--- config.mk ---
export PLATFORM = sky130hd
export DESIGN_NAME = dfc_rx_fifo
export DESIGN_NICKNAME = d
export VERILOG_FILES = /design/src/rtl/dfc_pkg.sv /design/src/rtl/dfc_rx_mem.sv /design/src/rtl/dfc_rx_fifo.sv
export SDC_FILE = /design/constraint.sdc
export NUM_CORES = 1
export LEC_CHECK = 0
export CORE_MARGIN = 2
export CORE_UTILIZATION = 55
export CTS_BUF_LIST = sky130_fd_sc_hd__clkbuf_16
export DETAILED_ROUTE_END_ITERATION = 8
export MAX_ROUTING_LAYER = met4
export PLACE_DENSITY = 0.74
export SYNTH_ARGS = -nofsm -noshare
export SYNTH_HDL_FRONTEND = slang
export SYNTH_SLANG_ARGS = --single-unit
export TNS_END_PERCENT = 20
--- constraint.sdc ---
create_clock -name clk -period 2.68 [get_ports clk]
set_input_delay 0.402 -clock clk [delete_from_list [all_inputs] [get_ports clk]]
set_output_delay 0.402 -clock clk [all_outputs]
set_load 0.01 [all_outputs]
--- src/rtl/dfc_pkg.sv ---
// Shared constants and configuration checks for the DFC receive path.
package dfc_pkg;

   // Words the sender can still deliver after c_fc_n falls:
   // c_fc_n flop, two fc delay stages, sender register, two data stages.
   localparam int unsigned DFC_RT_SLACK = 5;

   function automatic bit dfc_is_pow2(input int unsigned v);
      return (v >= 2) && ((v & (v - 1)) == 0);
   endfunction

   // Hard legality: power-of-two depth and a threshold that can be reached.
   function automatic bit dfc_cfg_legal(input int unsigned depth, input int unsigned threshold);
      return dfc_is_pow2(depth) && (threshold < depth);
   endfunction

   // Depth must absorb the in-flight words after credit is withdrawn.
   function automatic bit dfc_cfg_slack_ok(input int unsigned depth, input int unsigned threshold);
      return depth >= (threshold + 1 + DFC_RT_SLACK);
   endfunction

endpackage

--- src/rtl/dfc_rx_mem.sv ---
// Receive FIFO storage: depth x width, one write port, asynchronous read, no reset.
module dfc_rx_mem
   import dfc_pkg::*;
#(
   parameter int unsigned width = 8,
   parameter int unsigned depth = 8
)(
   input  logic                       clk,
   input  logic                       we,
   input  logic [$clog2(depth)-1:0]   waddr,
   input  logic [width-1:0]           wdata,
   input  logic [$clog2(depth)-1:0]   raddr,
   output logic [width-1:0]           rdata
);

   logic [width-1:0] mem_q [depth];

   // Store the incoming word at the write address.
   always_ff @(posedge clk) begin
      if (we) begin
         mem_q[waddr] <= wdata;
      end
   end

   // Head-of-FIFO word is read combinationally from the registered array.
   always_comb begin
      rdata = mem_q[raddr];
   end

endmodule

--- src/rtl/dfc_rx_fifo.sv ---
// Credit-based link receive FIFO: stores link words, presents them on a
// srdy/drdy port and returns registered flow control to the sender.
module dfc_rx_fifo
   import dfc_pkg::*;
#(
   parameter int unsigned width     = 8,
   parameter int unsigned depth     = 8,
   parameter int unsigned threshold = 1
)(
   input  logic             clk,
   input  logic             reset,
   input  logic             c_vld,
   input  logic [width-1:0] c_data,
   output logic             c_fc_n,
   output logic             p_srdy,
   output logic [width-1:0] p_data,
   input  logic             p_drdy
);

   localparam int unsigned asz = $clog2(depth);
   localparam logic [asz:0] THRESH_CMP = (asz + 1)'(threshold);

   if (!dfc_cfg_legal(depth, threshold)) begin : g_cfg_illegal
      $error("dfc_rx_fifo: depth must be a power of two >= 2 and threshold < depth");
   end

   if (!dfc_cfg_slack_ok(depth, threshold)) begin : g_cfg_slack
      $warning("dfc_rx_fifo: depth cannot absorb the link round trip above threshold");
   end

   logic [asz:0] wr_ptr_q, wr_ptr_d;
   logic [asz:0] rd_ptr_q, rd_ptr_d;
   logic [asz:0] usage_d;
   logic         c_fc_n_q, c_fc_n_d;
   logic         empty, full, wr_en, rd_en;

   // Pointer, occupancy and credit next-state; a write on a full FIFO is
   // only accepted when a read frees the slot in the same cycle.
   always_comb begin
      empty    = (wr_ptr_q == rd_ptr_q);
      full     = (wr_ptr_q[asz] != rd_ptr_q[asz]) &&
                 (wr_ptr_q[asz-1:0] == rd_ptr_q[asz-1:0]);
      rd_en    = !empty && p_drdy;
      wr_en    = c_vld && (!full || rd_en);
      wr_ptr_d = wr_ptr_q + {{asz{1'b0}}, wr_en};
      rd_ptr_d = rd_ptr_q + {{asz{1'b0}}, rd_en};
      usage_d  = wr_ptr_d - rd_ptr_d;
      c_fc_n_d = (usage_d <= THRESH_CMP);
   end

   // State registers; reset empties the FIFO and grants credit.
   always_ff @(posedge clk or negedge reset) begin
      if (!reset) begin
         wr_ptr_q <= '0;
         rd_ptr_q <= '0;
         c_fc_n_q <= 1'b1;
      end else begin
         wr_ptr_q <= wr_ptr_d;
         rd_ptr_q <= rd_ptr_d;
         c_fc_n_q <= c_fc_n_d;
      end
   end

   dfc_rx_mem #(
      .width (width),
      .depth (depth)
   ) u_mem (
      .clk   (clk),
      .we    (wr_en),
      .waddr (wr_ptr_q[asz-1:0]),
      .wdata (c_data),
      .raddr (rd_ptr_q[asz-1:0]),
      .rdata (p_data)
   );

   // Outputs derive only from registered state.
   always_comb begin
      p_srdy = !empty;
      c_fc_n = c_fc_n_q;
   end

endmodule

# Word level (Yosys, flattened, before mapping)
# Memory sizes are Yosys's and may differ from the RTL's.
# Cells that the tools add are included.
dict set report word_totals {
  reg_bits 9
  mem_bits_rw 64
  in_bits 12
  out_inout_bits 10
  word_cells 19
  n_memories 1
}
dict set report op_classes {
  n_addsub 3
  n_lt_le_gt_ge 1
  n_eq_ne 3
  muxes 2
  reduce_logical 6
}
# name depth width rd rd_clocked_by_memory_dff write_ports line
set memory_table {}
lappend memory_table {u_mem.mem_q 8 8 1 0 1 dfc_rx_mem.sv:16} ;# logic [width-1:0] mem_q [depth];
# op count
set ops {}
lappend ops {{$add A4 B1 Y4} 2}
lappend ops {{$eq A4 B4 Y1} 1}
lappend ops {{$le A4 B1 Y1 const B} 1}
lappend ops {{$sub A4 B4 Y4} 1}
lappend ops {{$eq A3 B3 Y1} 1}
lappend ops {{$logic_and A1 B1 Y1} 3}
lappend ops {{$logic_not A1 Y1} 2}
lappend ops {{$mux W1} 2}
lappend ops {{$logic_or A1 B1 Y1} 1}
lappend ops {{$ne A1 B1 Y1} 1}

# Logic depth before layout (Yosys ltp)
# Gate-level depths: netlist of the first run.
dict set report logic_depth {
  ltp_word 8
  ltp_mapped 12
  ltp_nobuf 12
}

# Hierarchy
# Synthesis of the first run repeated with hierarchy kept, for this count alone.
dict set report hier_totals {
  cells_unflattened 147
  hier_area_um2 3060.4
}
# mod n_inst cells_per_inst area_per_inst_um2 seq_area_each_um2
set by_module_without_submodules {}
lappend by_module_without_submodules {dfc_rx_mem 1 106 2531.2 1921.8}
lappend by_module_without_submodules {dfc_rx_fifo 1 41 529.3 226.5}

# Least setup slack after synthesis of the first run
# No wires, ideal clock.
dict set report synth_path {
  kind {reg-to-reg}
  startpoint {reg rd_ptr_q[2]}
  endpoint {reg c_fc_n_q (netlist: c_fc_n)}
  setup_ns 0.082
  arrival_time_ns 2.430
  required_time_ns 2.598
  setup_slack_ns 0.169
  path_stages_with_launch 13
  path_buffers 1
  synth_period_minus_slack_ns 2.511
  path_cell_list {dfrtp_1 -> buf_2 -> xnor2_1 -> nand4_1 -> and2_1 -> ha_1 -> ha_1 -> inv_1 -> ha_1 -> a21o_1 -> a21oi_1 -> xnor2_1 -> nor3_1}
}
dict set report synth_between {
  elab_cells_between_ends 12
}
# element line
set synth_rtl {}
lappend synth_rtl {{start, declared} dfc_rx_fifo.sv:32} ;# logic [asz:0] rd_ptr_q, rd_ptr_d;
lappend synth_rtl {{start signal, assigned} dfc_rx_fifo.sv:59} ;# rd_ptr_q <= rd_ptr_d;
lappend synth_rtl {{$eq A4 B4 Y1} dfc_rx_fifo.sv:40} ;# empty = (wr_ptr_q == rd_ptr_q);
lappend synth_rtl {{$logic_not A1 Y1} --}
lappend synth_rtl {{named net p_srdy} dfc_rx_fifo.sv:15} ;# output logic p_srdy,
lappend synth_rtl {{$logic_and A1 B1 Y1} dfc_rx_fifo.sv:43} ;# rd_en = !empty && p_drdy;
lappend synth_rtl {{$add A4 B1 Y4} dfc_rx_fifo.sv:46} ;# rd_ptr_d = rd_ptr_q + {{asz{1'b0}}, rd_en};
lappend synth_rtl {{named net rd_ptr_d[1]} dfc_rx_fifo.sv:32}
lappend synth_rtl {{$sub A4 B4 Y4} dfc_rx_fifo.sv:47} ;# usage_d = wr_ptr_d - rd_ptr_d;
lappend synth_rtl {{$le A4 B1 Y1} dfc_rx_fifo.sv:48} ;# c_fc_n_d = (usage_d <= THRESH_CMP);
lappend synth_rtl {{named net c_fc_n_d} dfc_rx_fifo.sv:34} ;# logic c_fc_n_q, c_fc_n_d;
lappend synth_rtl {{end signal, assigned} dfc_rx_fifo.sv:60} ;# c_fc_n_q <= c_fc_n_d;
lappend synth_rtl {{end, declared} dfc_rx_fifo.sv:34}
# The timed path passes the listed nets, and every way through them passes these cells.

# Worst setup path after layout of the first run
dict set report layout_path {
  startpoint {reg rd_ptr_q[0]}
  endpoint {out p_data[2]}
}
dict set report layout_between {
  elab_chain_cells 1
}
# element line
set layout_rtl {}
lappend layout_rtl {{$mem_v2 Z8 W8} --}
lappend layout_rtl {{end, declared} dfc_rx_fifo.sv:16} ;# output logic [width-1:0] p_data,
# Every way passes these cells.

==> results.toml, run 1 <==
[die]
dieArea_sq_mm = 0.00615
io_pins = 22
rows = 27
die_h_um = 78.4
core_sq_mm = 0.00544
initial_utilization_pct = 56.0
die_x_um = 78.4

[pwr]
peakVddDrop_uv = 865
cellPowerDensity_mw_per_mm2 = 1220
power.leakage_uw = 0.00147
power.total_uw = 4740

[clock_tree]
clk_pin_slew_worst_paths_ps = 60
cts_made_buffers = 9
clockBufferDepth = 2
htreeDepth = 3
hold_buffers = 0
cts-root-buf = "clkbuf_16"
clock_latency_ps = 330
cts.sinks = 73
tritoncts = "yes"

[sta]
hold_violations = 0
fin_crit_sh_pct = 99.3
hold_slack_ps = 371
maxSlewViolCount = 0
fmax_mhz = 376
fin_worst_skew_ps = 5.13
setup_viol = 0
rsz0062_at_grt = "yes"
worst_pin_slew_ps = 415
fin_crit_ps = 2660
max_slew_margin_pct = 72.3

[logic_synthesis]
yosys_warnings = 0
netlist_instances = 150
synth-seq-cells = 73
seq_area_frac_synth_pct = 70.5
syn_area_sq_mm = 0.00305
synthTopCellsByArea = "edfxtp_1, mux4_1, dfrtp_1"
syn-num-nets = 170
yosys.area.top_type_share_pct = 63.1
syn_area_per_cell_sq_um = 20.3
yosysTopAreaCell = "edfxtp_1"
synth.distinct_cells = 25

[routing]
drt-pass1-iter-count = 4
antenna_left = 0
routed_wl_um = 5420
via_per_inst = 5.56
vias = 1541
wl_per_cell_um = 19.6
first_iter_violations = 126
drc = 0

[cells_and_area]
nFillCells = 319
layout.nets = 220
fin_area_sq_mm = 0.00388
diodes = 0
multi_input_area_sq_um = 845
seqCellArea_sq_mm = 0.00215
drive_gt1_share_pct = 25.9
area.growth.synth_to_final_pct = 27.3

[setup_path]
critPathKind = "reg -> out"
path_cells = "buf_4 > mux4_1 > mux2_2 > clkdlybuf4s50_1"
arrival_ps = 2260
crit_path_max_incr_delay_ps = 570
worst_setup_path_end_kind = "output pin"
critPathMaxFanout = 5
cp-start-kind = "flip-flop"
critPathRequiredTime_ps = 2280
slowest_stage = "mux4_1"

[grt]
grt_pass1_vias = 1603
grt_pass1_wl_um = 8680
grt_max_degree = 19
grt_usage_pct = 21.1
globalRouteOverflowTotal = 0
antenna_found_initial = 0

[placement]
dp_hpwl_um = 3480
place.gp.congestion = 0.792
port_buffers = 21
dpl_cell_area_sq_mm = 0.00346

[job]
drv_cap = 0

[status]
status = "completed"

[hold_path]
hp-class = "in -> async"
[repair_timing]
| item | in CTS | in global routing |
|---|---|---|
| pin swaps | 0 | 1 |
| buffers inserted | 1 | 1 |
| setup endpoints to repair | 6 | 7 |
| resized for setup | 3 | 6 |
[final timing paths]
check                            start           to  slack, ps  cells past startpoint
setup / recovery           rd_ptr_q[0]    p_data[2]         20                      4
min in group clk           wr_ptr_q[3]  wr_ptr_q[3]        550                      1
hold / removal                   reset  rd_ptr_q[1]        370                      1
setup reg to reg           rd_ptr_q[0]       c_fc_n        120                     12
hold reg to reg            wr_ptr_q[3]  wr_ptr_q[3]        550                      1
max in group asynchronous        reset       c_fc_n       1990                      1
[state kept, by name, indices dropped and copies added (netlist names)]
name and cells:
c_fc_n 1, u_mem.mem_q 64, wr_ptr_q 4, rd_ptr_q 4
[area by class of cell]
cell class / count / area share, %
repair buffers: 45 / 10.6
clock buffers: 9 / 5.81
clock inverters: 7 / 3.68
multi-input cells: 67 / 21.8
well taps: 72 / 2.32
inverters: 4 / 0.387
flip-flops and latches: 73 / 55.4
[cell usage after synthesis]
cell      number
a21o_1         1
a21oi_1        1
and2_1         2
buf_12         1
buf_2          3
buf_6          1
clkbuf_1       1
dfrtp_1        8
dfstp_2        1
edfxtp_1      64
fa_1           1
ha_1           7
inv_1          4
mux2_2         8
mux4_1        15
mux4_2         1
nand2_1        3
nand2b_1       1
nand3_1        3
nand4_1        2
nor2_1         5
nor3_1         5
or3b_2         1
xnor2_1        9
xor2_1         2
[where the power goes]
part / leakage (uW) / total (uW) / internal (uW) / switching (uW)
clock network: 0.000180 / 1440 / 1000 / 438
logic: 0.000601 / 1730 / 944 / 788
registers: 0.000685 / 1570 / 1470 / 98.6
total: 0.00147 / 4740 / 3420 / 1320
[through the flow]
step	setup WS, ps	setup TNS [ps]	utilization [%]	cells
final	17.8	0	71.3	277
after CTS	4.50	0	70.8	276
after global placement	40.4	0	63.7	259
after floorplan	169	0	-	150
after detailed placement	-37.1	-37.1	63.7	259
after global routing	-40.5	-83.2	71.3	277
[layer usage]
metal  part of all wire [%]  GRT usage, %  up-vias  routed length, um
li1                       -             -      713                  -
met1                     44          26.6      772               2390
met2                     50          31.5       38               2690
met3                    3.0          4.60       18                160
met4                    3.4          13.5        0                182
met5                      0             -        -                  0
[cells in the final DEF (no fill, tap or decap), drive strengths merged]
cell type	n
edfxtp	64
buf	24
clkdlybuf4s50	17
mux4	16
clkbuf	9
xnor2	9
mux2	8
dfrtp	8
ha	7
nor2	5
nor3	5
inv	4
bufinv	4
dlymetal6s2s	4
nand3	3
nand2	3
clkinv	3
nand4	2
and2	2
xor2	2
or3b	1
nand2b	1
a21o	1
a21oi	1
fa	1
dfstp	1
[critical path: cells and delay by family, from the launching register on]
kind / cells / cell delay [ps]
flops: 1 / 420
mux: 2 / 840
buf+inv: 2 / 670
[cells by family after synthesis]
kind of cell               synth area share, %
AOI/OAI and AO/OA                        0.411
xor gates and xnor gates                  3.16
adders and majority gates                 3.53
buffers and inverters                     2.14
DFF                                       70.5
muxes                                     16.6
and+or+nand+nor                           3.61
(Power assumes the default switching activity.)
==> inputs of run 2 (changes only) <==
--- a/config.mk
+++ b/config.mk
@@ -5,12 +5,14 @@
 export SDC_FILE = /design/constraint.sdc
 export NUM_CORES = 1
 export LEC_CHECK = 0
+export CELL_PAD_IN_SITES_DETAIL_PLACEMENT = 0
+export CELL_PAD_IN_SITES_GLOBAL_PLACEMENT = 2
 export CORE_MARGIN = 2
-export CORE_UTILIZATION = 55
+export CORE_UTILIZATION = 48
 export CTS_BUF_LIST = sky130_fd_sc_hd__clkbuf_16
 export DETAILED_ROUTE_END_ITERATION = 8
 export MAX_ROUTING_LAYER = met4
-export PLACE_DENSITY = 0.74
+export PLACE_DENSITY = 0.82
 export SYNTH_ARGS = -nofsm -noshare
 export SYNTH_HDL_FRONTEND = slang
 export SYNTH_SLANG_ARGS = --single-unit
==> constraint.sdc (replaced) <==
create_clock -name clk -period 3.4 [get_ports clk]
set_input_delay 0.51 -clock clk [delete_from_list [all_inputs] [get_ports clk]]
set_output_delay 0.51 -clock clk [all_outputs]
set_load 0.01 [all_outputs]
==> results.toml, run 2 (synthesis results as in run 1) <==
[clock_tree]
tritoncts = "yes"
hold_buffers = 0
cts-root-buf = "clkbuf_16"
htreeDepth = 3
cts.sinks = 73
postCtsSetupBuffers = 0
ctsResizeCount = 0
clk_pin_slew_worst_paths_ps = 60
cts_made_buffers = 9
clockBufferDepth = 2
clock_latency_ps = 320

[job]
drv_cap = 0

[pwr]
p_int_uw = 2330
pwr-share-comb_pct = 37.1
p_switching_uw = 1030
power.leakage_uw = 0.00131
cellPowerDensity_mw_per_mm2 = 914
pwr-share-seq_pct = 36.8
peakVddDrop_uv = 522
p_clk_share_pct = 26.1
switching_share_pct = 30.6

[placement]
dpl.cell_count = 253
port_buffers = 21
pre_cts_ws_ps = 518
place.gp.congestion = 0.735
dp_hpwl_um = 3350

[setup_path]
worst_setup_path_end_kind = "output pin"
critPathMaxFanout = 16
r2r_cells = 10
critPathRequiredTime_ps = 2890
r2r-end = "c_fc_n"
critPathKind = "reg -> out"
cp-start-kind = "flip-flop"
arrival_ps = 2370
r2r_setup_slack_ps = 880
rr_startpoint = "wr_ptr_q[2]"

[sta]
worst_slack_ps = 519
fin_worst_skew_ps = 3.26
setup_tns_ps = 0
worst_pin_slew_ps = 633
fmax_mhz = 347
fin_crit_sh_pct = 84.7
fin_crit_ps = 2880
rsz0062_at_grt = "no"
maxSlewViolCount = 0
max_slew_margin_pct = 57.5
setup_viol = 0
hold_violations = 0

[die]
core_sq_mm = 0.00624
rows = 29
die_x_um = 83.7
die_h_um = 83.7
initial_utilization_pct = 48.8
dieArea_sq_mm = 0.00700
io_pins = 22

[cells_and_area]
area.growth.synth_to_final_pct = 20.5
nFillCells = 472
mostFrequentLayoutCells = "edfxtp_1, clkdlybuf4s50_1, mux4_1"
largest_reg_flops = 64
drive_gt1_share_pct = 19.8
top_regs = "u_mem.mem_q: 64 flops, rd_ptr_q: 4 flops, wr_ptr_q: 4 flops"
stdcell_count = 269
diodes = 0
layout.nets = 207
top_register = "u_mem.mem_q"
final_common_cell = "edfxtp_1"

[grt]
grt_usage_pct = 16.3
grt_pass1_wl_um = 8060
globalRouteOverflowTotal = 0
grt_pass1_vias = 1518
grt_max_degree = 19
antenna_found_initial = 0

[routing]
first_iter_violations = 132
antenna_left = 0
drc = 0
drt-pass1-iter-count = 4
routed_wl_um = 5070
via_per_inst = 5.37
vias = 1445
wl_per_cell_um = 18.9

[hold_path]
hp-class = "in -> async"

[status]
status = "completed"
[run 2: changes by cell type in the layout (fill, tap and decap cells not counted)]
cell | previous run | this run
a21oi_1 | 0 | 1
a21oi_2 | 1 | 0
buf_12 | 1 | 0
buf_4 | 23 | 11
bufinv_16 | 4 | 0
clkdlybuf4s50_1 | 17 | 21
clkinv_2 | 1 | 0
clkinv_4 | 2 | 1
clkinvlp_4 | 0 | 2
dlymetal6s2s_1 | 4 | 0
inv_6 | 0 | 3
inv_8 | 0 | 1
xnor2_1 | 8 | 9
xnor2_2 | 1 | 0
[run 2: layer usage]
metal | track usage [%] | routed length, um | vias to the layer above
met5 | - | 0 | -
met4 | 7.04 | 47 | 0
met1 | 21.6 | 2410 | 739
met3 | 3.36 | 110 | 4
met2 | 24.7 | 2510 | 20
li1 | - | - | 682
[run 2: worst max path at each step]
stage,from,end,slack (ps),depth (start not counted)
after floorplan,rd_ptr_q[2],c_fc_n,890,12
after CTS,rd_ptr_q[0],p_data[4],490,4
after global placement,p_drdy,c_fc_n,600,11
after detailed placement,p_drdy,c_fc_n,520,11
final,rd_ptr_q[0],p_data[4],520,4
after global routing,rd_ptr_q[0],p_data[5],410,4
[run 2: area by class of cell]
cell class,count,area (sq um),area share [%]
Clock inverter,7,61.3,1.67
Multi-Input combinational cell,67,833,22.7
Clock buffer,9,225,6.13
Sequential cell,73,2150,58.5
Inverter,4,15.0,0.409
Timing Repair Buffer,32,293,7.97
Tap cell,77,96.3,2.62
[run 2: stage by stage]
stage	util [%]	hold slack (ps)	power, uW	area, sq um
2_1_floorplan	-	214	2110	3050
3_3_place_gp	54.3	526	2490	3390
3_5_place_dp	54.3	526	2520	3390
4_1_cts	58.8	491	3400	3670
5_1_grt	58.8	533	3550	3670
6_report	58.8	482	3360	3670
[run 2: power by group through the flow]
stage / Clock (uW) / Sequential [uW] / Combinational (uW)
after floorplan: 0 / 1220 / 890
after CTS: 894 / 1240 / 1270
after detailed placement: 0 / 1250 / 1260
after global placement: 0 / 1240 / 1240
after global routing: 934 / 1250 / 1370
final: 874 / 1230 / 1250
[run 2: critical path: stages, from the launching register on]
cell and delay, ps:
dfrtp_1 380, buf_4 310, mux4_1 600, mux2_2 280, clkdlybuf4s50_1 490
==> patch (settings of run 1) <==
Reset style: synchronous (`reset`), changed in one clocked block. Comments in the files are not updated.
--- a/src/rtl/dfc_rx_fifo.sv
+++ b/src/rtl/dfc_rx_fifo.sv
@@ -50,5 +50,5 @@
 
    // State registers; reset empties the FIFO and grants credit.
-   always_ff @(posedge clk or negedge reset) begin
+   always_ff @(posedge clk) begin
       if (!reset) begin
          wr_ptr_q <= '0;
Check against the original RTL: differs if reset is asserted again (counterexample within 4 cycles, from zero or initial values and one cycle with reset low); with reset held inactive, the same outputs for 10 cycles.
==> patch against run 1 <==
Die area is essentially flat. Critical path depth did not move. Area after synthesis about the same. Worst setup slack better by 0.046 ns. Global-route usage down 1.5 points. Wire length is 0.44% lower. Design area shrank 2.7%. Sequential cell count did not move. Critical path type unchanged. Largest cell class unchanged.
Power is not compared: it rests on default switching activity, and its combinational part moved more than twofold at a synthesized area within 25%.
==> patch: results (changes against run 1) <==
- Outcome: completed (unchanged)
- Detail Route met2 WL: 2930 um (was 2690 um)
- CTS resizes: 0 (was 3)
- Start of the worst register-to-register path: rd_ptr_q[2]$_SDFF_PN0_ (was rd_ptr_q[0]$_DFF_PN0_)
- Iter 0 DRT Violations: 103 (was 126)
- Worst clock skew: 0.00506 ns (was 0.00513 ns)
- Critical path fanouts, max: 4 (was 5)
- Met1 wire length: 2210 um (was 2390 um)
- Final setup margin: 0.0633 ns (was 0.0178 ns)
- Number of global-route vias before repair: 1,621 (was 1,603)
- M3 GR Usage: 0.0391 (was 0.0460)
- Crit Reg-Reg Endpoint: c_fc_n$_SDFF_PN1_ (was c_fc_n$_DFF_PN1_)
- Pre-CTS worst setup slack: -0.130 ns (was -0.0371 ns)
- Arrival time at the worst endpoint: 2.21 ns (was 2.26 ns)
- Met2 usage: 0.342 (was 0.315)
- Setup Fix Bufs, Post-CTS: 0 (was 1)
- Post-placement cell area: 0.00343 mm2 (was 0.00346 mm2)
- Critical path origin: rd_ptr_q[0]$_SDFF_PN0_ (was rd_ptr_q[0]$_DFF_PN0_)
- Main area contributors after synthesis: sky130_fd_sc_hd__edfxtp_1, sky130_fd_sc_hd__mux4_1, sky130_fd_sc_hd__dfxtp_1, sky130_fd_sc_hd__mux2_2, sky130_fd_sc_hd__ha_1 (was sky130_fd_sc_hd__edfxtp_1, sky130_fd_sc_hd__mux4_1, sky130_fd_sc_hd__dfrtp_1, sky130_fd_sc_hd__mux2_2, sky130_fd_sc_hd__ha_1)
- Total Wirelength: 5390 um (was 5420 um)
- Transition time at the pin with the least slew margin: 0.435 ns (was 0.415 ns)
- Detail Placement HPWL: 3610 um (was 3480 um)
- Placed cell count: 261 (was 259)
- Via density per instance: 5.61 (was 5.56)
- Register area share after synthesis: 0.690 (was 0.705)
- Ranking of synthesized cells by instance count: sky130_fd_sc_hd__edfxtp_1, sky130_fd_sc_hd__mux4_1, sky130_fd_sc_hd__dfxtp_1 (was sky130_fd_sc_hd__edfxtp_1, sky130_fd_sc_hd__mux4_1, sky130_fd_sc_hd__xnor2_1)
- Reg2reg path depth: 11 (was 12)
- End of the critical path: p_data[5] (was p_data[2])
- Smallest hold slack: 0.646 ns (was 0.371 ns)
- GR Layer Usage met1: 0.217 (was 0.266)
[patch: worst min-delay path, stage by stage, from the launching register on]
cell                      delay, ns
sky130_fd_sc_hd__dfxtp_1       0.38
sky130_fd_sc_hd__xor2_1        0.13
sky130_fd_sc_hd__nor2b_1       0.10
[patch: cells by family after synthesis]
| kind of cell | after synthesis | share of synthesized area |
|---|---|---|
| flops | 73 | 0.690 |
| simple gates | 28 | 0.0493 |
| mux | 24 | 0.167 |
| xor+xnor | 11 | 0.0316 |
| buf+inv | 9 | 0.0201 |
| fa+ha+maj | 8 | 0.0353 |
| compound gates | 3 | 0.00657 |
[patch: layout make-up]
type / instances / area [um2]
Inverter: 3 / 11.3
Tap cell: 72 / 90.1
Fill cell: 356 / 1670
Timing Repair Buffer: 40 / 354
Clock inverter: 6 / 83.8
Multi-Input combinational cell: 74 / 905
Sequential cell: 73 / 2100
Clock buffer: 9 / 225
